===== config.mk =====
export PLATFORM = sky130hd
export DESIGN_NAME = pwm_peripheral
export DESIGN_NICKNAME = d
export VERILOG_FILES = /design/src/rtl/pwm_peripheral.sv
export SDC_FILE = /design/constraint.sdc
export NUM_CORES = 1
export LEC_CHECK = 0
export BUFFER_PORTS_ARGS = -buffer_cell sky130_fd_sc_hd__buf_2
export CELL_PAD_IN_SITES_DETAIL_PLACEMENT = 0
export CELL_PAD_IN_SITES_GLOBAL_PLACEMENT = 1
export CORE_MARGIN = 2
export CORE_UTILIZATION = 30
export CTS_BUF_LIST = sky130_fd_sc_hd__clkbuf_2
export DETAILED_ROUTE_END_ITERATION = 8
export PLACE_DENSITY_LB_ADDON = 0.1
export SETUP_SLACK_MARGIN = 0.4
export SYNTH_ARGS = -nofsm -noshare
export SYNTH_HDL_FRONTEND = slang
export SYNTH_SLANG_ARGS = --single-unit

===== constraint.sdc =====
create_clock -name clk -period 7.4 [get_ports clk]
set_clock_uncertainty 0.1 [all_clocks]
set_input_delay 0.74 -clock clk [delete_from_list [all_inputs] [get_ports clk]]
set_output_delay 0.74 -clock clk [all_outputs]
set_load 0.01 [all_outputs]

===== src/rtl/pwm_peripheral.sv =====
// 16-channel PWM peripheral: prescaler, shared 0..254 period counter, per-channel enable/PWM select.
// Optional build macro PWM_DUTY_SHADOW_EN makes duty updates take effect only at period boundaries.
module pwm_peripheral #(
    parameter int unsigned CLK_DIV = 3000
) (
    input  logic        clk,
    input  logic        rst,
    input  logic [7:0]  en_reg_out_7_0,
    input  logic [7:0]  en_reg_out_15_8,
    input  logic [7:0]  en_reg_pwm_7_0,
    input  logic [7:0]  en_reg_pwm_15_8,
    input  logic [7:0]  pwm_duty_cycle,
    output logic [15:0] out,
    output logic        period_start
);

    localparam logic [15:0] PRESC_LAST = 16'(CLK_DIV - 1);
    localparam logic [7:0]  CNT_LAST   = 8'd254;

    logic [15:0] prescaler;
    logic        tick;
    logic [7:0]  pwm_cnt;
    logic [7:0]  pwm_cnt_next;
    logic        wrap;
    logic [7:0]  duty_active;
    logic [7:0]  duty_next;
    logic        pwm_sig;
    logic [15:0] en_out;
    logic [15:0] en_pwm;
    logic [15:0] out_next;

    assign tick = (prescaler == PRESC_LAST);
    assign wrap = tick && (pwm_cnt == CNT_LAST);

    always_ff @(posedge clk) begin
        if (rst) begin
            prescaler <= 16'd0;
        end else if (tick) begin
            prescaler <= 16'd0;
        end else begin
            prescaler <= prescaler + 16'd1;
        end
    end

    always_comb begin
        pwm_cnt_next = pwm_cnt;
        if (wrap) begin
            pwm_cnt_next = 8'd0;
        end else if (tick) begin
            pwm_cnt_next = pwm_cnt + 8'd1;
        end
    end

    always_ff @(posedge clk) begin
        if (rst) begin
            pwm_cnt <= 8'd0;
        end else begin
            pwm_cnt <= pwm_cnt_next;
        end
    end

`ifdef PWM_DUTY_SHADOW_EN
    // Duty is captured on the wrap edge so a period never sees a mid-period change.
    always_ff @(posedge clk) begin
        if (rst) begin
            duty_active <= 8'd0;
        end else if (wrap) begin
            duty_active <= pwm_duty_cycle;
        end
    end

    assign duty_next = wrap ? pwm_duty_cycle : duty_active;
`else
    assign duty_active = pwm_duty_cycle;
    assign duty_next   = duty_active;
`endif

    // Compare against the values the counter and duty hold next cycle, so the
    // registered output lines up with pwm_cnt and with period_start.
    assign pwm_sig = (duty_next == 8'hFF) || (pwm_cnt_next < duty_next);

    assign en_out   = {en_reg_out_15_8, en_reg_out_7_0};
    assign en_pwm   = {en_reg_pwm_15_8, en_reg_pwm_7_0};
    assign out_next = en_out & (~en_pwm | {16{pwm_sig}});

    always_ff @(posedge clk) begin
        if (rst) begin
            out          <= 16'h0000;
            period_start <= 1'b0;
        end else begin
            out          <= out_next;
            period_start <= wrap;
        end
    end

endmodule

Word level (Yosys, flattened, before mapping)
Cells that the tools add are included.
Widths: inputs -> output; s select.
{"block": "totals", "ff_bits": 41, "latchBits": 0, "ramBits": 0, "rom_bits": 0, "inputBits": 42, "wordCells": 18, "mem_count": 0}
{"block": "op_classes", "n_addsub": 2, "multipliers": 0, "div": 0, "n_lt_le_gt_ge": 1, "n_eq_ne": 3, "shift": 0, "muxes": 2, "bitwise": 3, "reduce_logical": 3}
{"cell": "$add 16x1->16 const B", "n": 1}
{"cell": "$and 16x16->16", "n": 1}
{"cell": "$eq 16x12->1 const B", "n": 1}
{"cell": "$eq 8x8->1 const B", "n": 2}
{"cell": "$mux 8", "n": 2}
{"cell": "$not 16->16", "n": 1}
{"cell": "$or 16x16->16", "n": 1}
{"cell": "$add 8x1->8 const B", "n": 1}
{"cell": "$lt 8x8->1", "n": 1}
{"cell": "$reduce_or 2->1", "n": 1}
{"cell": "$logic_and 1x1->1", "n": 1}
{"cell": "$logic_or 1x1->1", "n": 1}

Depth between registers and ports, before layout
Gate-level depths: netlist of run 1.
{"block": "logic_depth", "word_depth": 7, "depth_mapped": 14, "depth_no_buf": 13}

Least setup slack after synthesis of run 1
OpenSTA, ideal clock, no wires.
{"block": "synth_timing", "kind": "reg2reg", "startpoint": "register prescaler[0]", "endpoint": "register out[0]", "setup_time_ns": 0.116, "arrival_ns": 2.895, "slack_ns": 4.289, "path_stages_with_launch": 14, "path_buffers": 1, "period_less_slack_ns": 3.111, "path_cell_list": "dfxtp_1 ha_1 nor4b_4 nor3b_2 nand4_2 or3b_1 nand2_1 ha_1 o21a_1 a21oi_1 o31a_1 a311oi_4 buf_6 a21oi_2"}
{"block": "synth_between", "elab_chain_cells": 7, "elab_cells_between_ends": 8, "classes_between": "order compare (1); eq/ne (1); mux (2); bitwise (2); reduce/logical (2)"}
{"item": "start: declaration", "line": "20", "source": "logic [15:0] prescaler;"}
{"item": "start signal: assignment", "line": "41", "source": "prescaler <= prescaler + 16'd1;"}
{"item": "$eq 16x12->1 *", "line": "32", "source": "assign tick = (prescaler == PRESC_LAST);"}
{"item": "$mux 8 or $logic_and 1x1->1 (tied branches)", "line": "49, 33"}
{"item": "$mux 8 *", "line": "47", "source": "if (wrap) begin"}
{"item": "via pwm_cnt_next[2]", "line": "23", "source": "logic [7:0] pwm_cnt_next;"}
{"item": "$lt 8x8->1 *", "line": "80", "source": "assign pwm_sig = (duty_next == 8'hFF) || (pwm_cnt_next < duty_next);"}
{"item": "$logic_or 1x1->1 *", "line": "80"}
{"item": "$or 16x16->16 *", "line": "84", "source": "assign out_next = en_out & (~en_pwm | {16{pwm_sig}});"}
{"item": "$and 16x16->16 *", "line": "84"}
{"item": "end signal: assignment", "line": "91", "source": "out <= out_next;"}
{"item": "end: declaration", "line": "13", "source": "output logic [15:0] out,"}
The timed path passes the listed nets; every way through them passes the cells marked *.
A chain may end at the register's enable or synchronous reset.

Worst setup path after layout of run 1
{"block": "layout_timing", "startpoint": "register prescaler[0]", "endpoint": "register out[4]"}
Same word-level chain as after synthesis.

==> run_results.csv, run 1 <==
group,metric,value,unit
clock_tree,cts_max_path_buffers,2,
clock_tree,postCtsHoldBufs,0,
logic_synthesis,synth.mux.area_fraction,0.688,%
layout,drive_gt1_share,30.1,%
power,power_leakage,1.07,nW
critical_path,crit_slowest_cell,"a311oi_4",
hold_path,whs_path_depth,2,
routing,vias,1685,
placed_design,hpwl,3.16,mm
clock_tree,htreeDepth,2,
clock_tree,clk_latency,0.38,ns
logic_synthesis,synth_cell_types,37,
critical_path,regToRegEndpoint,"out[4]",
power,power,0.398,mW
layout,nFillCells,644,
clock_tree,postCtsSetupBuffers,0,
critical_path,worst_r2r_path_depth,12,
timing,hold_viol,0,
critical_path,critPathBufInv,0,
logic_synthesis,postSynthCellCount,221,
critical_path,cp_cell_sequence,"ha_1 > nor4b_4 > nor3b_2 > nand4_2 > or3b_1 > nand2_1 > ha_1 > o21a_1 > a21oi_1 > o31a_1 > a311oi_4 > a21oi_1",
critical_path,cp_max_fo,16,
routing,wire_per_inst,11.7,um
hold_path,holdCritStartpoint,"en_reg_pwm_7_0[6]",
routing,drt_iter0_markers,76,
logic_synthesis,netlist_area,2000,um^2
global_route,overflow,0,
clock_tree,cts_root_buf,"clkbuf_2",
critical_path,crit_type,"register to register",
layout,fin_nets,333,
timing,grt_setup_unrepaired,"no",
timing,maxSlewViolCount,0,
layout,insertedDiodeCount,0,
floorplan,fp.dieArea,7340,um^2
critical_path,critPathArrivalTime,4.01,ns
layout,final_common_cell,"buf_2",
power,vdd_drop_max,0.0839,mV
critical_path,slowest_delay,0.82,ns
logic_synthesis,synth_top_family_by_area,"simple AND/OR/NAND/NOR gates",
clock_tree,numCtsBuffers,5,
critical_path,worstSetupStartpointType,"register",
critical_path,cp-end-kind,"register",
run_status,status,"completed",
floorplan,die_x,85.7,um
hold_path,hp-class,"primary input to register",
routing,remaining_drc_errors,0,
floorplan,coreArea,6390,um^2
logic_synthesis,synthXorXnorAreaFrac,5.25,%
critical_path,rrSetupSlack,3.57,ns
floorplan,initial_core_util,31.3,%
placed_design,portBuffers,58,
timing,tns,0,ns
timing,relSlewSlack,32.5,%
floorplan,num_rows,29,
global_route,grt_max_degree,27,
routing,routed_via_density,4.69,
logic_synthesis,yosys_register_bits,41,
global_route,grt_pass1_wl,7.42,mm
logic_synthesis,yosysSeqAreaShare,41.0,%
critical_path,worstPathRequired,7.58,ns
timing,period_needed,3.83,ns
power,cellPowerDensity,164,nW/um^2
critical_path,cpLargestDelayFamily,"compound AO/OA/AOI/OAI gates",
run,drv_cap,0,
logic_synthesis,yosys_warnings,0,
routing,firstDrtPassIters,4,
layout,layout_common_cells,"58 x buf_2, 41 x dfxtp_1, 20 x nor2_1",
global_route,antenna_found_initial,0,
placed_design,globalplace.congestion,0.738,
global_route,track_usage,12.6,%
timing,period_share,51.8,%
timing,tightest_slew,1.01,ns
clock_tree,cts-resized-gates,0,
floorplan,chipHeight,85.7,um
logic_synthesis,syn_nets,273,
global_route,grt_pass1_vias,1608,
clock_tree,clock_sinks,41,
routing,final_antenna_net_count,0,
routing,routed_wl,4.20,mm
timing,setup-violations-final,0,
logic_synthesis,syn_avg_cell_area,9.05,um^2
clock_tree,cts_tree,"done",
critical_path,r2r_start,"prescaler[0]",
clock_tree,clk_pin_slew_worst_paths,0.22,ns
logic_synthesis,synth_compound_area_share,14.9,%
timing,fmax,0.261,GHz
logic_synthesis,synth_fa_ha_area_share,6.25,%
layout,syn2layout_area_growth,21.4,%
hold_path,whs_endpoint,"out[6]",
floorplan,pin_count,59,
logic_synthesis,synthSimpleGateAreaFrac,28.6,%
how the worst max path moves through the flow:
stage / startpoint / end / slack, ns / cells after the start
6_report: prescaler[0] / out[4] / 3.57 / 12
5_1_grt: prescaler[0] / out[5] / 3.16 / 12
4_1_cts: prescaler[0] / out[15] / 3.52 / 12
3_5_place_dp: prescaler[0] / out[15] / 3.56 / 12
3_3_place_gp: prescaler[0] / out[7] / 3.61 / 12
2_1_floorplan: prescaler[0] / out[0] / 4.29 / 13
logic make-up after synthesis:
group	after synthesis
compound gates	45
xor+xnor	12
fa+ha+maj	10
buf+inv	15
flops	41
mux	1
simple gates	97
where the power goes:
group	internal [mW]	switching, mW
registers	0.227	0.00251
clock network	0.0593	0.0731
logic	0.0182	0.0175
total	0.305	0.0931
worst reg2reg max path: cells and delay by family, from the launching register on:
kind | cells | cell delay, ns
DFF | 1 | 0.43
and+or+nand+nor | 5 | 1.26
AOI/OAI and AO/OA | 5 | 1.47
adders and majority gates | 2 | 0.47
cell usage after synthesis:
cell type  instances  area, um^2
dfxtp_1           41         821
ha_1              10         125
or4_1              1        7.51
or3b_1             1        8.76
nor4_1             1        6.26
and2_1             1        6.26
nand3_1            9        45.0
nand2b_1          17         106
nor4b_4            1        23.8
nand4_4            1        21.3
nand4_1            5        31.3
buf_6              1        11.3
nand4_2            1        12.5
o21ai_0           10        50.1
inv_1             10        37.5
a21oi_2           10        87.6
nor3b_2            1        12.5
buf_2              1        5.00
mux2i_2            1        13.8
o31ai_1            2        15.0
a311oi_4           1        26.3
o31a_1             1        8.76
nand2_1           15        56.3
or2b_1             1        7.51
o21a_1             2        15.0
and3_1             3        18.8
and3_2             1        7.51
or3_1              6        37.5
and4_1             2        17.5
nor3_1             3        15.0
xnor2_1            4        35.0
a21oi_1           19        95.1
xor2_1             8        70.1
clkbuf_1           3        11.3
nor2_1            20        75.1
and4bb_2           2        25.0
nor2b_1            5        31.3
state kept, by name, indices dropped and copies added (netlist names):
register      count
prescaler        16
period_start      1
out              16
pwm_cnt           8
layer usage:
metal	GRT usage, %	vias to the layer above	wire (um)
met2	17.6	55	1740
li1	-	888	-
met4	5.05	0	99
met3	5.10	8	324
met1	17.1	734	2040
met5	0	-	0
metrics by stage:
step,area [um^2],utilization (%),setup WS (ns),hold slack [ns],std cells
detailed placement,2360,37.0,3.56,0.351,351
CTS,2430,38.0,3.52,0.331,359
finish,2430,38.0,3.57,0.376,359
global route,2430,38.0,3.16,0.304,359
global placement,2360,37.0,3.61,0.345,351
floorplan,2000,-,4.29,0.330,221
cell type report:
cell class                 count  area (um^2)  area share [%]
multi-input combinational    165         1110            45.9
clock inverter                 2         38.8            1.60
timing repair buffer          58          290            12.0
clock buffer                   6         30.0            1.24
tap                           77         96.3            3.97
sequential                    41          821            33.8
inverter                      10         37.5            1.55
No activity file was read; power rests on OpenSTA's default activity.
==> inputs of run 2 (changes only) <==
--- a/config.mk
+++ b/config.mk
@@ -5,6 +5,7 @@
 export SDC_FILE = /design/constraint.sdc
 export NUM_CORES = 1
 export LEC_CHECK = 0
+export ABC_AREA = 1
 export BUFFER_PORTS_ARGS = -buffer_cell sky130_fd_sc_hd__buf_2
 export CELL_PAD_IN_SITES_DETAIL_PLACEMENT = 0
 export CELL_PAD_IN_SITES_GLOBAL_PLACEMENT = 1
==> constraint.sdc (replaced) <==
create_clock -name clk -period 3.7 [get_ports clk]
set_clock_uncertainty 0.1 [all_clocks]
set_input_delay 0.37 -clock clk [delete_from_list [all_inputs] [get_ports clk]]
set_output_delay 0.37 -clock clk [all_outputs]
set_load 0.01 [all_outputs]
==> run_results.csv, run 2 <==
group,metric,value,unit
run_status,status,"completed",
critical_path,crit_type,"register to register",
clock_tree,clock_sinks,41,
critical_path,critPathArrivalTime,3.16,ns
layout,layout_common_cells,"63 x inv_1, 58 x buf_2, 46 x nand2_1",
logic_synthesis,yosys.area.top_type_share,36.5,%
critical_path,worst_r2r_path_depth,19,
clock_tree,clk_pin_slew_worst_paths,0.23,ns
layout,syn2layout_area_growth,18.1,%
critical_path,rrSetupSlack,0.81,ns
hold_path,whs_endpoint,"out[8]",
logic_synthesis,synth-edff-count,0,
placed_design,globalplace.congestion,0.729,
logic_synthesis,yosysTopAreaCell,"dfxtp_1",
logic_synthesis,ys_top_cells_by_count,"63 x inv_1, 46 x nand2_1, 41 x dfxtp_1, 41 x nor2_1, 15 x nand3_1",
floorplan,num_rows,31,
clock_tree,numCtsBuffers,5,
routing,routed_via_density,4.12,
global_route,grt_pass1_wl,8.19,mm
logic_synthesis,syn_avg_cell_area,7.28,um^2
logic_synthesis,synth_cell_types,30,
critical_path,slowest_delay,0.40,ns
routing,vias,1923,
timing,relSlewSlack,43.1,%
logic_synthesis,netlist_area,2250,um^2
floorplan,initial_core_util,31.0,%
logic_synthesis,synth_ff_type,"dfxtp_1",
routing,remaining_drc_errors,0,
hold_path,holdCritStartpoint,"en_reg_pwm_15_8[0]",
timing,hold_viol,0,
logic_synthesis,synth_area_leaders,"dfxtp_1 36%, inv_1 11%, nand2_1 7.7%",
layout,drive_gt1_share,27.4,%
critical_path,r2r_start,"prescaler[0]",
layout,fin_area,2660,um^2
timing,holdWs,0.0841,ns
timing,fmax,0.346,GHz
routing,wire_per_inst,10.2,um
placed_design,dpl_cell_area,2610,um^2
global_route,grt_pass1_vias,1878,
routing,drt_iter0_markers,58,
clock_tree,clk_latency,0.40,ns
clock_tree,cts_root_buf,"clkbuf_2",
power,vdd_drop_max,0.108,mV
power,cellPowerDensity,275,nW/um^2
timing,tns,0,ns
layout,top_regs,"out: 16 flops, prescaler: 16 flops, pwm_cnt: 8 flops",
timing,tightest_slew,0.852,ns
timing,period_needed,2.89,ns
hold_path,whs_path_depth,4,
logic_synthesis,yosys_warnings,0,
critical_path,regToRegEndpoint,"out[15]",
floorplan,fp.dieArea,8210,um^2
logic_synthesis,yosys_register_bits,41,
floorplan,pin_count,59,
placed_design,portBuffers,58,
logic_synthesis,synthArstFlopShare,0,%
power,power_leakage,1.43,nW
critical_path,cp_cell_sequence,"ha_1 > nand2_1 > clkinv_1 > nand2_4 > nor2_8 > nand2_4 > nor4_4 > nand4_1 > xnor2_1 > inv_1 > nor2_1 > ha_1 > nand2_1 > nor2_1 > a211oi_2 > nand2_4 > nand3_1 > nand2_1 > inv_1",
layout,fin_nets,419,
critical_path,crit_slowest_cell,"dfxtp_1",
critical_path,worstSetupStartpoint,"prescaler[0]",
clock_tree,cts_max_path_buffers,2,
layout,insertedDiodeCount,0,
critical_path,worstSetupStartpointType,"register",
global_route,antenna_found_initial,0,
hold_path,hp-class,"primary input to register",
placed_design,hpwl,3.78,mm
run,drv_cap,0,
global_route,track_usage,12.5,%
logic_synthesis,synth.most_common_cell,"inv_1",
logic_synthesis,syn_nets,361,
logic_synthesis,postSynthCellCount,309,
critical_path,cp-end-kind,"register",
routing,firstDrtPassIters,4,
global_route,overflow,0,
timing,grt_setup_unrepaired,"no",
floorplan,die_x,90.6,um
logic_synthesis,yosysSeqAreaShare,36.5,%
layout,layout.cells.non_filler,467,
floorplan,chipHeight,90.6,um
global_route,grt_max_degree,27,
critical_path,worstPathRequired,3.97,ns
layout,final_common_cell,"inv_1",
routing,routed_wl,4.79,mm
routing,final_antenna_net_count,0,
layout,final_core_util,36.7,%
timing,maxSlewViolCount,0,
clock_tree,htreeDepth,2,
floorplan,coreArea,7250,um^2
placed_design,place_inst,459,
layout,nFillCells,819,
timing,period_share,78.2,%
critical_path,cp_max_fo,16,
clock_tree,cts_tree,"done",
timing,setup-violations-final,0,
-- run 2: worst max path at each step --
stage                         end  slack (ns)  depth (start not counted)
final                     out[15]        0.81                         19
after global routing      out[14]        0.49                         19
after CTS                 out[15]        0.63                         19
after detailed placement  out[15]        0.70                         19
after global placement    out[15]        0.71                         19
after floorplan            out[2]         1.0                         20
-- run 2: final cells by class --
class                           instances  area [um^2]  share of cell area (%)
Sequential cell                        41          821                    30.9
Tap cell                               99          124                    4.66
Multi-Input combinational cell        191         1120                    42.1
Clock inverter                          3         17.5                   0.659
Inverter                               70          263                    9.88
Timing Repair Buffer                   58          290                    10.9
Clock buffer                            5         25.0                   0.941
-- run 2: metal layers --
layer  global-route usage [%]  share of wire [%]  vias up
met5                        0                  0        -
met3                     4.17                6.0        6
met4                     4.23                1.4        0
met2                     22.1                 47       38
li1                         -                  -     1064
met1                     13.9                 45      815
-- run 2: report_power, final --
group          leakage [nW]  switching [mW]  total [mW]  internal, mW
registers             0.335         0.00410       0.459         0.455
logic                  1.06          0.0410      0.0753        0.0343
clock network        0.0304           0.153       0.198        0.0448
-- run 2: cells by family (layout without fill, tap and decap cells) --
| family | after synthesis | in the layout | share of synthesized area (%) |
|---|---|---|---|
| AND/OR/NAND/NOR | 155 | 155 | 36.6 |
| adder cells (fa/ha/maj) | 10 | 10 | 5.56 |
| XOR/XNOR | 8 | 8 | 3.11 |
| AO/OA/AOI/OAI | 18 | 18 | 4.22 |
| buffers and inverters | 77 | 136 | 14.1 |
| flip-flops | 41 | 41 | 36.5 |
-- run 2: what timing repair did --
action | CTS | global route
hold buffers | 0 | 0
resized for setup | 0 | 1
setup endpoints to repair | 0 | 11
buffers inserted | 0 | 0
endpoints found under the hold margin | 0 | 0
-- run 2: worst max-delay path: cells and delay by family (launching register included) --
family                     cells  cell delay (ns)
and+or+nand+nor               12             1.33
adders and majority gates      2             0.45
DFF                            1             0.40
AOI/OAI and AO/OA              1             0.21
buffers and inverters          3             0.20
xor gates and xnor gates       1             0.17
-- run 2: metrics by stage --
stage,total power [mW],setup slack [ns]
finish,0.732,0.808
CTS,0.757,0.628
global placement,0.545,0.708
global route,0.783,0.487
floorplan,0.505,0.999
detailed placement,0.545,0.699
==> inputs of run 3 (changes only) <==
==> constraint.sdc (replaced) <==
create_clock -name clk -period 2.3 [get_ports clk]
set_clock_uncertainty 0.1 [all_clocks]
set_input_delay 0.23 -clock clk [delete_from_list [all_inputs] [get_ports clk]]
set_output_delay 0.23 -clock clk [all_outputs]
set_load 0.01 [all_outputs]
==> run_results.csv, run 3 (synthesized netlist as in run 2, its figures left out) <==
group,metric,value,unit
run_status,status,"finished with violations",
run_status,violations,"negative setup slack",
power,power_leakage,1.87,nW
timing,tightest_slew,0.296,ns
critical_path,slowest_delay,0.40,ns
timing,setup-violations-final,16,
timing,relSlewSlack,80.3,%
layout,fin_nets,497,
global_route,grt_pass1_wl,9.89,mm
placed_design,globalplace.congestion,0.719,
critical_path,worstSetupStartpoint,"prescaler[0]",
timing,period_needed,2.63,ns
placed_design,dpl_cell_area,2950,um^2
layout,final_common_cell,"inv_1",
routing,routed_wl,5.79,mm
critical_path,cp_cell_sequence,"ha_4 > nand2_2 > clkinv_2 > nand2_4 > nor2_8 > nand2_4 > nor4_4 > a21oi_1 > nor3_1 > ha_1 > a21oi_1 > nor2_2 > a211oi_2 > buf_4 > nand2_4 > nand3_2 > nand2_1 > inv_1",
floorplan,pin_count,59,
layout,layout_common_cells,"61 x inv_1, 58 x buf_2, 43 x buf_4",
layout,layout.cells.non_filler,544,
hold_path,hp-class,"primary input to register",
clock_tree,clk_latency,0.41,ns
global_route,antenna_found_initial,0,
critical_path,worstPathRequired,2.58,ns
critical_path,rrSetupSlack,-0.33,ns
floorplan,die_x,90.6,um
layout,top_regs,"out: 16 flops, prescaler: 16 flops, pwm_cnt: 8 flops",
run,drv_cap,0,
timing,grt_setup_unrepaired,"yes",
power,cellPowerDensity,358,nW/um^2
global_route,grt_max_degree,26,
timing,fmax,0.381,GHz
timing,period_share,114,%
clock_tree,numCtsBuffers,5,
placed_design,place_inst,501,
routing,vias,2250,
clock_tree,cts_root_buf,"clkbuf_2",
timing,worst_slack,-0.328,ns
timing,holdWs,0.0787,ns
global_route,track_usage,15.0,%
timing,hold_viol,0,
floorplan,fp.dieArea,8210,um^2
layout,drive_gt1_share,38.4,%
critical_path,crit_top_cell,"nand2_4",
routing,routed_via_density,4.14,
critical_path,regToRegEndpoint,"out[1]",
floorplan,num_rows,31,
routing,drt_iter0_markers,68,
clock_tree,htreeDepth,2,
layout,insertedDiodeCount,0,
placed_design,hpwl,4.08,mm
critical_path,cp-endpoint,"out[1]",
global_route,grt_pass1_vias,2271,
routing,firstDrtPassIters,4,
critical_path,worst_r2r_path_depth,18,
clock_tree,cts_tree,"done",
floorplan,chipHeight,90.6,um
layout,syn2layout_area_growth,54.5,%
routing,final_antenna_net_count,0,
critical_path,crit_slowest_cell,"dfxtp_2",
placed_design,portBuffers,58,
global_route,overflow,0,
critical_path,worstSetupStartpointType,"register",
critical_path,critPathArrivalTime,2.91,ns
critical_path,crit_type,"register to register",
critical_path,r2r_start,"prescaler[0]",
routing,wire_per_inst,10.6,um
routing,remaining_drc_errors,0,
floorplan,initial_core_util,31.0,%
critical_path,cp_max_fo,8,
layout,fin_area,3480,um^2
timing,maxSlewViolCount,0,
clock_tree,cts_max_path_buffers,2,
power,vdd_drop_max,0.236,mV
power,power,1.24,mW
floorplan,coreArea,7250,um^2
critical_path,cp-end-kind,"register",
clock_tree,clk_pin_slew_worst_paths,0.23,ns
clock_tree,clock_sinks,41,
-- run 3: repair_timing --
action | in CTS | in global routing
hold buffers | 32 | 0
endpoints found under the hold margin | 16 | 0
pin swaps | 3 | 8
resized for setup | 7 | 26
endpoints found under the setup margin | 20 | 26
buffers inserted | 2 | 1
gates cloned | 1 | 0
-- run 3: cell type report --
cell class | count | area, um^2
Multi-Input combinational cell | 192 | 1270
Clock inverter | 2 | 11.3
Clock buffer | 5 | 25.0
Sequential cell | 41 | 826
Tap cell | 99 | 124
Inverter | 70 | 264
Timing Repair Buffer | 135 | 956
Fill cell | 767 | 3770
-- run 3: critical path: cells and delay by family (launching register included) --
family	cells	cell delay, ns
AND/OR/NAND/NOR	10	0.96
AO/OA/AOI/OAI	3	0.46
adder cells (fa/ha/maj)	2	0.41
flip-flops	1	0.40
buffers and inverters	3	0.28
-- run 3: how the worst min path moves through the flow --
| stage | start | end | slack, ns | depth (start not counted) |
|---|---|---|---|---|
| after floorplan | en_reg_pwm_7_0[0] | out[0] | 0.27 | 3 |
| after global placement | en_reg_pwm_7_0[2] | out[2] | 0.40 | 4 |
| after detailed placement | en_reg_pwm_7_0[1] | out[1] | 0.40 | 4 |
| after CTS | rst | prescaler[1] | 0.04 | 5 |
| after global routing | rst | prescaler[1] | 0.05 | 5 |
| final | rst | prescaler[1] | 0.08 | 5 |
-- run 3: report_power, final --
group | switching (mW) | internal [mW]
logic | 0.0818 | 0.104
registers | 0.00743 | 0.732
clock network | 0.252 | 0.0654
-- run 3: per-stage QoR --
stage	setup WS, ns	TNS [ns]	utilization [%]
floorplan	-0.254	-3.35	-
global placement	-0.370	-5.75	40.7
detailed placement	-0.406	-6.08	40.7
CTS	-0.423	-6.37	46.4
global route	-0.561	-8.53	48.0
finish	-0.328	-4.94	48.0
-- run 3: metal layers --
| layer | track usage (%) | up-vias | share of wire, % |
|---|---|---|---|
| li1 | - | 1217 | - |
| met1 | 16.4 | 985 | 42 |
| met2 | 27.9 | 40 | 52 |
| met3 | 3.76 | 8 | 3.9 |
| met4 | 5.00 | 0 | 1.7 |
| met5 | 0 | - | 0 |
